$ cat config.mk
export PLATFORM = sky130hd
export DESIGN_NAME = nanov_serial_alu_flat
export DESIGN_NICKNAME = d
export VERILOG_FILES = /design/src/rtl/nanov_serial_alu_pkg.sv /design/src/rtl/nanov_serial_alu_if.sv /design/src/rtl/nanov_serial_alu_adder.sv /design/src/rtl/nanov_serial_alu.sv /design/src/flat_wrapper.sv
export SDC_FILE = /design/constraint.sdc
export NUM_CORES = 1
export LEC_CHECK = 0
export BUFFER_PORTS_ARGS = -buffer_cell sky130_fd_sc_hd__buf_2
export CORE_MARGIN = 8
export CORE_UTILIZATION = 34
export DETAILED_ROUTE_END_ITERATION = 12
export PLACE_DENSITY = 0.61
export SYNTH_ARGS = -nofsm -noshare
export SYNTH_HDL_FRONTEND = slang
export SYNTH_SLANG_ARGS = --single-unit
$ cat constraint.sdc
create_clock -name clk -period 3.1 [get_ports clk]
set_input_delay 0.775 -clock clk [delete_from_list [all_inputs] [get_ports clk]]
set_output_delay 0.775 -clock clk [all_outputs]
set_load 0.05 [all_outputs]
$ cat src/rtl/nanov_serial_alu_pkg.sv
// Shared definitions for the nanoV bit-serial ALU: op codes, FSM encoding, defaults.
// NANOV_ALU_CMP_WB_EN adds the CMPWB state used by the SLT/SLTU rd writeback pass.
package nanov_serial_alu_pkg;

  localparam int XLEN_DFLT     = 32;
  localparam int CNT_BITS_DFLT = 5;

  localparam logic [3:0] OP_ADD  = 4'd0;
  localparam logic [3:0] OP_SUB  = 4'd1;
  localparam logic [3:0] OP_AND  = 4'd2;
  localparam logic [3:0] OP_OR   = 4'd3;
  localparam logic [3:0] OP_XOR  = 4'd4;
  localparam logic [3:0] OP_EQ   = 4'd5;
  localparam logic [3:0] OP_SLT  = 4'd6;
  localparam logic [3:0] OP_SLTU = 4'd7;

  typedef enum logic [1:0] {
    ST_IDLE  = 2'd0,
    ST_RUN   = 2'd1,
`ifdef NANOV_ALU_CMP_WB_EN
    ST_CMPWB = 2'd2,
`endif
    ST_DONE  = 2'd3
  } alu_state_t;

  // Ops that run the adder as a + ~b + 1.
  function automatic logic op_subtracts(input logic [3:0] op);
    return (op == OP_SUB) || (op == OP_EQ) || (op == OP_SLT) || (op == OP_SLTU);
  endfunction

  // Compare-class ops update cmp_out and never write rd during RUN.
  function automatic logic op_is_cmp(input logic [3:0] op);
    return (op == OP_EQ) || (op == OP_SLT) || (op == OP_SLTU);
  endfunction

endpackage

$ cat src/rtl/nanov_serial_alu_if.sv
// Control and bit-stream bundle between the register file / decoder and the serial ALU.
// Handshake: start is taken only while busy is low; rd_bit is meaningful only when rd_wr is high.
interface nanov_serial_alu_if
  import nanov_serial_alu_pkg::*;
#(
  parameter int CNT_BITS = 5
);
  logic                start;
  logic                flush;
  logic [3:0]          op;
  logic                a_bit;
  logic                b_bit;
  logic                rd_bit;
  logic                rd_wr;
  logic                busy;
  logic                done;
  logic                cmp_out;
  logic [CNT_BITS-1:0] bit_idx;
  alu_state_t          dbg_state;

  modport master (
    output start, flush, op, a_bit, b_bit,
    input  rd_bit, rd_wr, busy, done, cmp_out, bit_idx, dbg_state
  );

  modport slave (
    input  start, flush, op, a_bit, b_bit,
    output rd_bit, rd_wr, busy, done, cmp_out, bit_idx, dbg_state
  );
endinterface

$ cat src/rtl/nanov_serial_alu_adder.sv
// One-bit full adder with a carry flop; optionally inverts b for subtract-style ops.
module nanov_serial_alu_adder (
  input  logic clk,
  input  logic rstn,
  input  logic a,
  input  logic b,
  input  logic inv_b,
  input  logic load,
  input  logic carry_init,
  input  logic en,
  output logic sum,
  output logic carry_out
);
  logic carry_q;
  logic b_eff;

  assign b_eff     = b ^ inv_b;
  assign sum       = a ^ b_eff ^ carry_q;
  assign carry_out = (a & b_eff) | (carry_q & (a ^ b_eff));

  always_ff @(posedge clk or negedge rstn) begin
    if (!rstn) begin
      carry_q <= 1'b0;
    end else if (load) begin
      carry_q <= carry_init;
    end else if (en) begin
      carry_q <= carry_out;
    end
  end
endmodule

$ cat src/rtl/nanov_serial_alu.sv
// Bit-serial LSB-first ALU for nanoV: result stream to rd plus a registered branch compare flag.
// NANOV_ALU_CMP_WB_EN enables the extra XLEN-cycle pass that writes the SLT/SLTU result to rd.
module nanov_serial_alu
  import nanov_serial_alu_pkg::*;
#(
  parameter int XLEN     = XLEN_DFLT,
  parameter int CNT_BITS = CNT_BITS_DFLT
) (
  input  logic              clk,
  input  logic              rstn,
  nanov_serial_alu_if.slave alu
);
  localparam logic [CNT_BITS-1:0] LAST = CNT_BITS'(XLEN - 1);

  alu_state_t          state;
  logic [3:0]          op_q;
  logic [CNT_BITS-1:0] cnt;
  logic                ne_q;
  logic                cmp_q;

  logic sum;
  logic cout;
  logic add_load;
  logic run_res;
  logic run_wr;
  logic ne_now;
  logic cmp_now;
  logic wr_c;
  logic bit_c;

  assign add_load = (state == ST_IDLE) && alu.start && !alu.flush;

  nanov_serial_alu_adder u_adder (
    .clk        (clk),
    .rstn       (rstn),
    .a          (alu.a_bit),
    .b          (alu.b_bit),
    .inv_b      (op_subtracts(op_q)),
    .load       (add_load),
    .carry_init (op_subtracts(alu.op)),
    .en         (state == ST_RUN),
    .sum        (sum),
    .carry_out  (cout)
  );

  always_comb begin
    run_res = sum;
    case (op_q)
      OP_AND:  run_res = alu.a_bit & alu.b_bit;
      OP_OR:   run_res = alu.a_bit | alu.b_bit;
      OP_XOR:  run_res = alu.a_bit ^ alu.b_bit;
      default: run_res = sum;
    endcase
    run_wr = !op_is_cmp(op_q);
  end

  // Only meaningful on the MSB cycle; the sign rule handles SLT overflow.
  always_comb begin
    ne_now  = ne_q | (alu.a_bit ^ alu.b_bit);
    cmp_now = cmp_q;
    case (op_q)
      OP_EQ:   cmp_now = !ne_now;
      OP_SLT:  cmp_now = (alu.a_bit ^ alu.b_bit) ? alu.a_bit : sum;
      OP_SLTU: cmp_now = !cout;
      default: cmp_now = cmp_q;
    endcase
  end

  always_comb begin
    wr_c  = 1'b0;
    bit_c = 1'b0;
    if (!alu.flush) begin
      case (state)
        ST_RUN: begin
          wr_c  = run_wr;
          bit_c = run_wr & run_res;
        end
`ifdef NANOV_ALU_CMP_WB_EN
        ST_CMPWB: begin
          wr_c  = 1'b1;
          bit_c = (cnt == '0) ? cmp_q : 1'b0;
        end
`endif
        default: begin
          wr_c  = 1'b0;
          bit_c = 1'b0;
        end
      endcase
    end
  end

  always_ff @(posedge clk or negedge rstn) begin
    if (!rstn) begin
      state <= ST_IDLE;
      op_q  <= OP_ADD;
      cnt   <= '0;
      ne_q  <= 1'b0;
      cmp_q <= 1'b0;
    end else if (alu.flush) begin
      state <= ST_IDLE;
      cnt   <= '0;
    end else begin
      case (state)
        ST_IDLE: begin
          if (alu.start) begin
            state <= ST_RUN;
            op_q  <= alu.op;
            cnt   <= '0;
            ne_q  <= 1'b0;
          end
        end
        ST_RUN: begin
          // Counter wraps to 0 on the last bit so CMPWB starts at bit 0 with no bubble.
          cnt  <= cnt + CNT_BITS'(1);
          ne_q <= ne_now;
          if (cnt == LAST) begin
            if (op_is_cmp(op_q)) begin
              cmp_q <= cmp_now;
            end
`ifdef NANOV_ALU_CMP_WB_EN
            if ((op_q == OP_SLT) || (op_q == OP_SLTU)) begin
              state <= ST_CMPWB;
            end else begin
              state <= ST_DONE;
            end
`else
            state <= ST_DONE;
`endif
          end
        end
`ifdef NANOV_ALU_CMP_WB_EN
        ST_CMPWB: begin
          cnt <= cnt + CNT_BITS'(1);
          if (cnt == LAST) begin
            state <= ST_DONE;
          end
        end
`endif
        ST_DONE: begin
          state <= ST_IDLE;
        end
        default: begin
          state <= ST_IDLE;
        end
      endcase
    end
  end

  assign alu.rd_wr     = wr_c;
  assign alu.rd_bit    = bit_c;
  assign alu.busy      = (state != ST_IDLE);
  assign alu.done      = (state == ST_DONE);
  assign alu.cmp_out   = cmp_q;
  assign alu.bit_idx   = cnt;
  assign alu.dbg_state = state;

endmodule

$ cat src/flat_wrapper.sv
// flat-port wrapper written by rule: the top's interface ports become plain ports
module nanov_serial_alu_flat import nanov_serial_alu_pkg::*;
#(
  parameter int XLEN     = XLEN_DFLT,
  parameter int CNT_BITS = CNT_BITS_DFLT
)
  (clk, rstn, alu_start, alu_flush, alu_op, alu_a_bit, alu_b_bit, alu_rd_bit, alu_rd_wr, alu_busy, alu_done, alu_cmp_out, alu_bit_idx, alu_dbg_state);
  nanov_serial_alu_if #(.CNT_BITS(CNT_BITS)) alu_i ();
  input  logic clk;
  input  logic rstn;
  input wire logic [$bits(alu_i.start)-1:0] alu_start;
  input wire logic [$bits(alu_i.flush)-1:0] alu_flush;
  input wire logic [$bits(alu_i.op)-1:0] alu_op;
  input wire logic [$bits(alu_i.a_bit)-1:0] alu_a_bit;
  input wire logic [$bits(alu_i.b_bit)-1:0] alu_b_bit;
  output wire logic [$bits(alu_i.rd_bit)-1:0] alu_rd_bit;
  output wire logic [$bits(alu_i.rd_wr)-1:0] alu_rd_wr;
  output wire logic [$bits(alu_i.busy)-1:0] alu_busy;
  output wire logic [$bits(alu_i.done)-1:0] alu_done;
  output wire logic [$bits(alu_i.cmp_out)-1:0] alu_cmp_out;
  output wire logic [$bits(alu_i.bit_idx)-1:0] alu_bit_idx;
  output wire logic [$bits(alu_i.dbg_state)-1:0] alu_dbg_state;
  assign alu_i.start = alu_start;
  assign alu_i.flush = alu_flush;
  assign alu_i.op = alu_op;
  assign alu_i.a_bit = alu_a_bit;
  assign alu_i.b_bit = alu_b_bit;
  assign alu_rd_bit = alu_i.rd_bit;
  assign alu_rd_wr = alu_i.rd_wr;
  assign alu_busy = alu_i.busy;
  assign alu_done = alu_i.done;
  assign alu_cmp_out = alu_i.cmp_out;
  assign alu_bit_idx = alu_i.bit_idx;
  assign alu_dbg_state = alu_i.dbg_state;
  nanov_serial_alu #(.XLEN(XLEN), .CNT_BITS(CNT_BITS)) u_core (.clk(clk), .rstn(rstn), .alu(alu_i));
endmodule
==> results.cfg, run 1 <==
[floorplan]
die_y_um = 67.0
die_w_um = 67.0
boundaryPins = 22
initial_core_util = 0.358
row_count = 18
die_area_um2 = 4500
fp.coreArea_um2 = 2480

[synth]
ys_ff_latch = 14
syn-num-nets = 97
synthArstFlopShare = 1.00
seq_area_frac_synth = 0.395
ys_warn_count = 0
synthTopCellsByArea = dfrtp_1 (40%), mux2_2 (6.4%), ha_1 (5.6%)
synth_area_leader_cell = dfrtp_1
syn_avg_cell_area_um2 = 10.8
synth_top_area_frac = 0.395
synthCells = 82
ys.flop_type = dfrtp_1
synth_edf_count = 0
synth_area_um2 = 886
synth_cell_types = 36

[clock_network]
ctsHoldBuffers = 0
cts_resized = 0
root_buffer = clkbuf_4
clock-sinks = 14
tritoncts.num_buffers = 3
post_cts_buffers = 0
cts_max_path_buffers = 2
clk_latency_ps = 280
cts_tree = done
cts.clk_slew.worst_paths_ps = 80
htree_levels = 1

[timing]
timing.fmax_ghz = 0.350
worstMarginPinSlew_ps = 503
drv_slew = 0
skew_ps = 2.47
setup_viol = 0
finalCriticalPeriod_ps = 2860
slew_headroom = 0.663
period_share = 0.922
hold_viol_final = 0
tns_ps = 0
rsz0062_at_grt = no

[cells_and_area]
final_cell_mix = buf_2 (21), dfrtp_1 (14), nor2_1 (7)
num_antenna_cells = 0
fin_util = 0.419
fin_nets = 120
nFillCells = 271
post_route_cells_drive_above_1_share = 0.356
area_growth_pct = 17.1
final_common_cell = buf_2

[route]
wl_met2_um = 886
highest_layer = met3
wl_met1_um = 781
routed_via_density = 5.04
drc = 0
drtAntennaViolNets = 0
dr.pass1.iters = 4
dr_total_vias = 675
drt_iter0_markers = 30
wl_met3_um = 108
wl_per_cell_um = 13.2
routed_wl_mm = 1.78

[worst_setup_path]
critPathLaunchType = register
worstPathArrival_ps = 2080
r2r-start = u_core.op_q[1]
worst_r2r_path_depth = 7
critical_path.max_fanout = 7
criticalPathCategory = register to output pin
worstSetupEndpointType = output pin
startpoint = u_core.op_q[1]
crit_chain = mux2i_1 > nor2_1 > xnor2_1 > fa_1 > o211a_1 > buf_2
cpPeakStageDelay_ps = 470
worst_path_max_delay_cell = dfrtp_1
worstPathRequired_ps = 2320

[global_route]
antenna_found_initial = 0
grt_pass1_vias = 652
gr-total-overflow = 0
grt.total_usage = 0.0848
grt_max_degree = 15
grt_pass1_wl_mm = 2.97

[status]
outcome = finished, final reports clean

[placement]
dp_hpwl_mm = 1.39
port_buffers = 21
gp_congestion = 0.753

[job]
cap_violations = 0

[pwr]
ir_drop_v = 0.000338
p_per_area_nw_per_um2 = 468
p_leak_uw = 0.000518

[hold_path]
hold_path_class = primary input to asynchronous set/reset pin
-- critical path: cells and delay by family (launching register included) --
kind	cells	cell delay (ps)
flip-flops	1	470
adder cells (fa/ha/maj)	1	460
AO/OA/AOI/OAI	1	230
multiplexers	1	210
buffers and inverters	1	200
XOR/XNOR	1	170
AND/OR/NAND/NOR	1	60
-- through the flow --
| stage | setup slack, ps | instances | power, µW | hold slack (ps) | instance area, µm² |
|---|---|---|---|---|---|
| final | 242 | 134 | 485 | 377 | 1040 |
| after global routing | 81.8 | 134 | 513 | 398 | 1040 |
| after CTS | 235 | 134 | 492 | 388 | 1040 |
| after detailed placement | 326 | 130 | 360 | 500 | 1000 |
| after global placement | 369 | 130 | 355 | 480 | 1000 |
| after floorplan | 302 | 82 | 324 | 463 | 886 |
-- registers in the layout, summed over array words and instances, names as in the netlist --
name / cells
u_core.u_adder.carry_q: 1
u_core.alu.bit_idx: 5
u_core.ne_q: 1
u_core.alu.dbg_state: 2
u_core.alu.cmp_out: 1
u_core.op_q: 4
-- where the power goes --
group          switching (µW)  internal [µW]  leakage, µW
logic                    71.5           57.5     0.000315
registers                25.1            201     0.000182
clock network            58.8           71.5    0.0000210
total                     155            330     0.000518
-- cell type report --
class,count,area [µm²],share of cell area
Tap cell,30,37.5,0.0362
Clock buffer,4,36.3,0.0350
Sequential cell,14,350,0.338
Multi-Input combinational cell,62,497,0.479
Timing Repair Buffer,21,105,0.101
Inverter,3,11.3,0.0109
-- cell families after synthesis --
logic type / count (synthesis) / share of synthesized area
simple gates: 31 / 0.230
mux: 9 / 0.109
fa+ha+maj: 5 / 0.0791
xor+xnor: 1 / 0.00989
flops: 14 / 0.395
compound gates: 16 / 0.133
buf+inv: 6 / 0.0438
-- final timing paths --
kind                                                 to  slack [ps]
worst min-delay path              u_core.alu.bit_idx[1]         380
min in group clk                            u_core.ne_q         510
worst min register to register              u_core.ne_q         510
max in group asynchronous       u_core.alu.dbg_state[0]        2480
worst max-delay path                         alu_rd_bit         240
worst max register to register       u_core.alu.cmp_out        1130
-- synthesized netlist by cell type, types with 2 or more instances --
| library cell | count |
|---|---|
| o21ai_0 | 2 |
| nor2_1 | 7 |
| nand2b_1 | 2 |
| dfrtp_1 | 14 |
| mux2_2 | 5 |
| nor2b_1 | 4 |
| nand2_1 | 3 |
| or2_2 | 2 |
| nand3_1 | 3 |
| a22oi_1 | 2 |
| buf_6 | 2 |
| mux2i_1 | 4 |
| ha_1 | 4 |
| inv_1 | 3 |
| nor3b_1 | 2 |
| a21oi_1 | 3 |
-- metal layers --
metal,vias to the layer above,global-route usage
li1,338,-
met5,-,0
met1,322,0.101
met4,0,0.0131
met3,0,0.0403
met2,15,0.137
Note: power is estimated with default switching activity, not from simulation.
==> run 2: changes to the inputs <==
--- a/config.mk
+++ b/config.mk
@@ -10,6 +10,7 @@
 export CORE_UTILIZATION = 34
 export DETAILED_ROUTE_END_ITERATION = 12
 export PLACE_DENSITY = 0.61
+export REMOVE_ABC_BUFFERS = 1
 export SYNTH_ARGS = -nofsm -noshare
 export SYNTH_HDL_FRONTEND = slang
 export SYNTH_SLANG_ARGS = --single-unit
==> constraint.sdc (replaced) <==
create_clock -name clk -period 3.1 [get_ports clk]
set_input_delay 0.775 -clock clk [delete_from_list [all_inputs] [get_ports clk]]
set_output_delay 0.775 -clock clk [all_outputs]
set_load 0.005 [all_outputs]
==> run 2 against run 1 <==
Against the previous run:
- fmax increased by 3.1%
- clock power about the same
- routed wire length decreased by 1.0%
- register-to-register slack about the same
- combinational power decreased by 16%
- critical path depth unchanged
- final cell count unchanged
==> results.cfg, run 2 (synthesized netlist as in run 1, its figures left out) <==
[status]
outcome = finished, final reports clean

[timing]
setup_slack_ps = 329
period_share = 0.894
finalCriticalPeriod_ps = 2770
hold_viol_final = 0
skew_ps = 4.42
setup_viol = 0
whs_ps = 370
drv_slew = 0
timing.fmax_ghz = 0.361
tns_ps = 0
rsz0062_at_grt = no
worstMarginPinSlew_ps = 474
slew_headroom = 0.683

[global_route]
grt_pass1_vias = 652
grt_pass1_wl_mm = 2.97
antenna_found_initial = 0
gr-total-overflow = 0
grt.total_usage = 0.0826
grt_max_degree = 15

[cells_and_area]
fin_nets = 120
post_route_cells_drive_above_1_share = 0.356
final_cell_mix = buf_2 (21), dfrtp_1 (14), nor2_1 (7)
final_common_cell = buf_2
num_antenna_cells = 0
fin_util = 0.419
area_growth_pct = 17.1
largest_reg_flops = 5

[worst_setup_path]
critPathLaunchType = register
crit_chain = mux2i_1 > nor2_1 > xnor2_1 > fa_1 > o211a_1 > buf_2
critical_path.max_fanout = 7
worstSetupEndpointType = output pin
criticalPathCategory = register to output pin
cpPeakStageDelay_ps = 470
worst_path_max_delay_cell = dfrtp_1
worstPathArrival_ps = 2000
worstPathRequired_ps = 2320

[pwr]
p_leak_uw = 0.000517
p_per_area_nw_per_um2 = 445
ir_drop_v = 0.000316

[clock_network]
clk_latency_ps = 280
tritoncts.num_buffers = 3
root_buffer = clkbuf_4
clock-sinks = 14
htree_levels = 1
ctsHoldBuffers = 0
cts_tree = done
cts_resized = 0
cts_max_path_buffers = 2
post_cts_buffers = 0
cts.clk_slew.worst_paths_ps = 80

[placement]
dp_hpwl_mm = 1.39
port_buffers = 21
preCtsSetupSlack_ps = 414
gp_congestion = 0.744

[route]
drt_iter0_markers = 15
dr.pass1.iters = 3
drc = 0
drtAntennaViolNets = 0
wl_per_cell_um = 13.1
routed_via_density = 4.96
routed_wl_mm = 1.76
dr_total_vias = 664

[floorplan]
initial_core_util = 0.358
die_y_um = 67.0
die_w_um = 67.0
row_count = 18
die_area_um2 = 4500
boundaryPins = 22
fp.coreArea_um2 = 2480

[job]
cap_violations = 0

[hold_path]
hold_path_class = primary input to asynchronous set/reset pin
## run 2: per-layer routing
metal  vias to the layer above  track usage  routed length [µm]
met2                        12        0.135                 859
met3                         0       0.0319                  94
met4                         0      0.00783                   0
met5                         -            0                   0
li1                        339            -                   -
met1                       313        0.104                 804
## run 2: path summary, 6_finish.rpt
check | slack [ps] | end | start | cells past startpoint
hold reg to reg | 510 | u_core.alu.cmp_out | u_core.alu.cmp_out | 1
setup / recovery | 330 | alu_rd_bit | u_core.op_q[1] | 6
min in group clk | 510 | u_core.alu.cmp_out | u_core.alu.cmp_out | 1
hold / removal | 370 | u_core.alu.bit_idx[1] | rstn | 1
max in group asynchronous | 2490 | u_core.alu.cmp_out | rstn | 1
setup reg to reg | 1130 | u_core.alu.cmp_out | u_core.op_q[1] | 7
## run 2: stage by stage
step | total power [µW] | area (µm²) | cells
floorplan | 300 | 858 | 79
CTS | 469 | 1040 | 134
finish | 462 | 1040 | 134
detailed placement | 339 | 1000 | 130
global route | 491 | 1040 | 134
global placement | 335 | 1000 | 130
## run 2: final cells by class
type	count	area [µm²]
Tap cell	30	37.5
Clock buffer	4	36.3
Fill cell	256	1440
Sequential cell	14	350
Inverter	3	11.3
Multi-Input combinational cell	62	497
Timing Repair Buffer	21	105
## run 2: critical path: cells and delay by family, from the launching register on
kind                       cells  cell delay [ps]
DFF                            1              470
adders and majority gates      1              450
AOI/OAI and AO/OA              1              230
muxes                          1              210
xor gates and xnor gates       1              160
buffers and inverters          1              120
and+or+nand+nor                1               60
## run 2: where the power goes
part | total [µW] | leakage (µW) | internal, µW | switching [µW]
Sequential | 226 | 0.000182 | 201 | 25.2
Combinational | 108 | 0.000314 | 56.9 | 50.7
Clock | 128 | 0.0000210 | 71.5 | 56.9
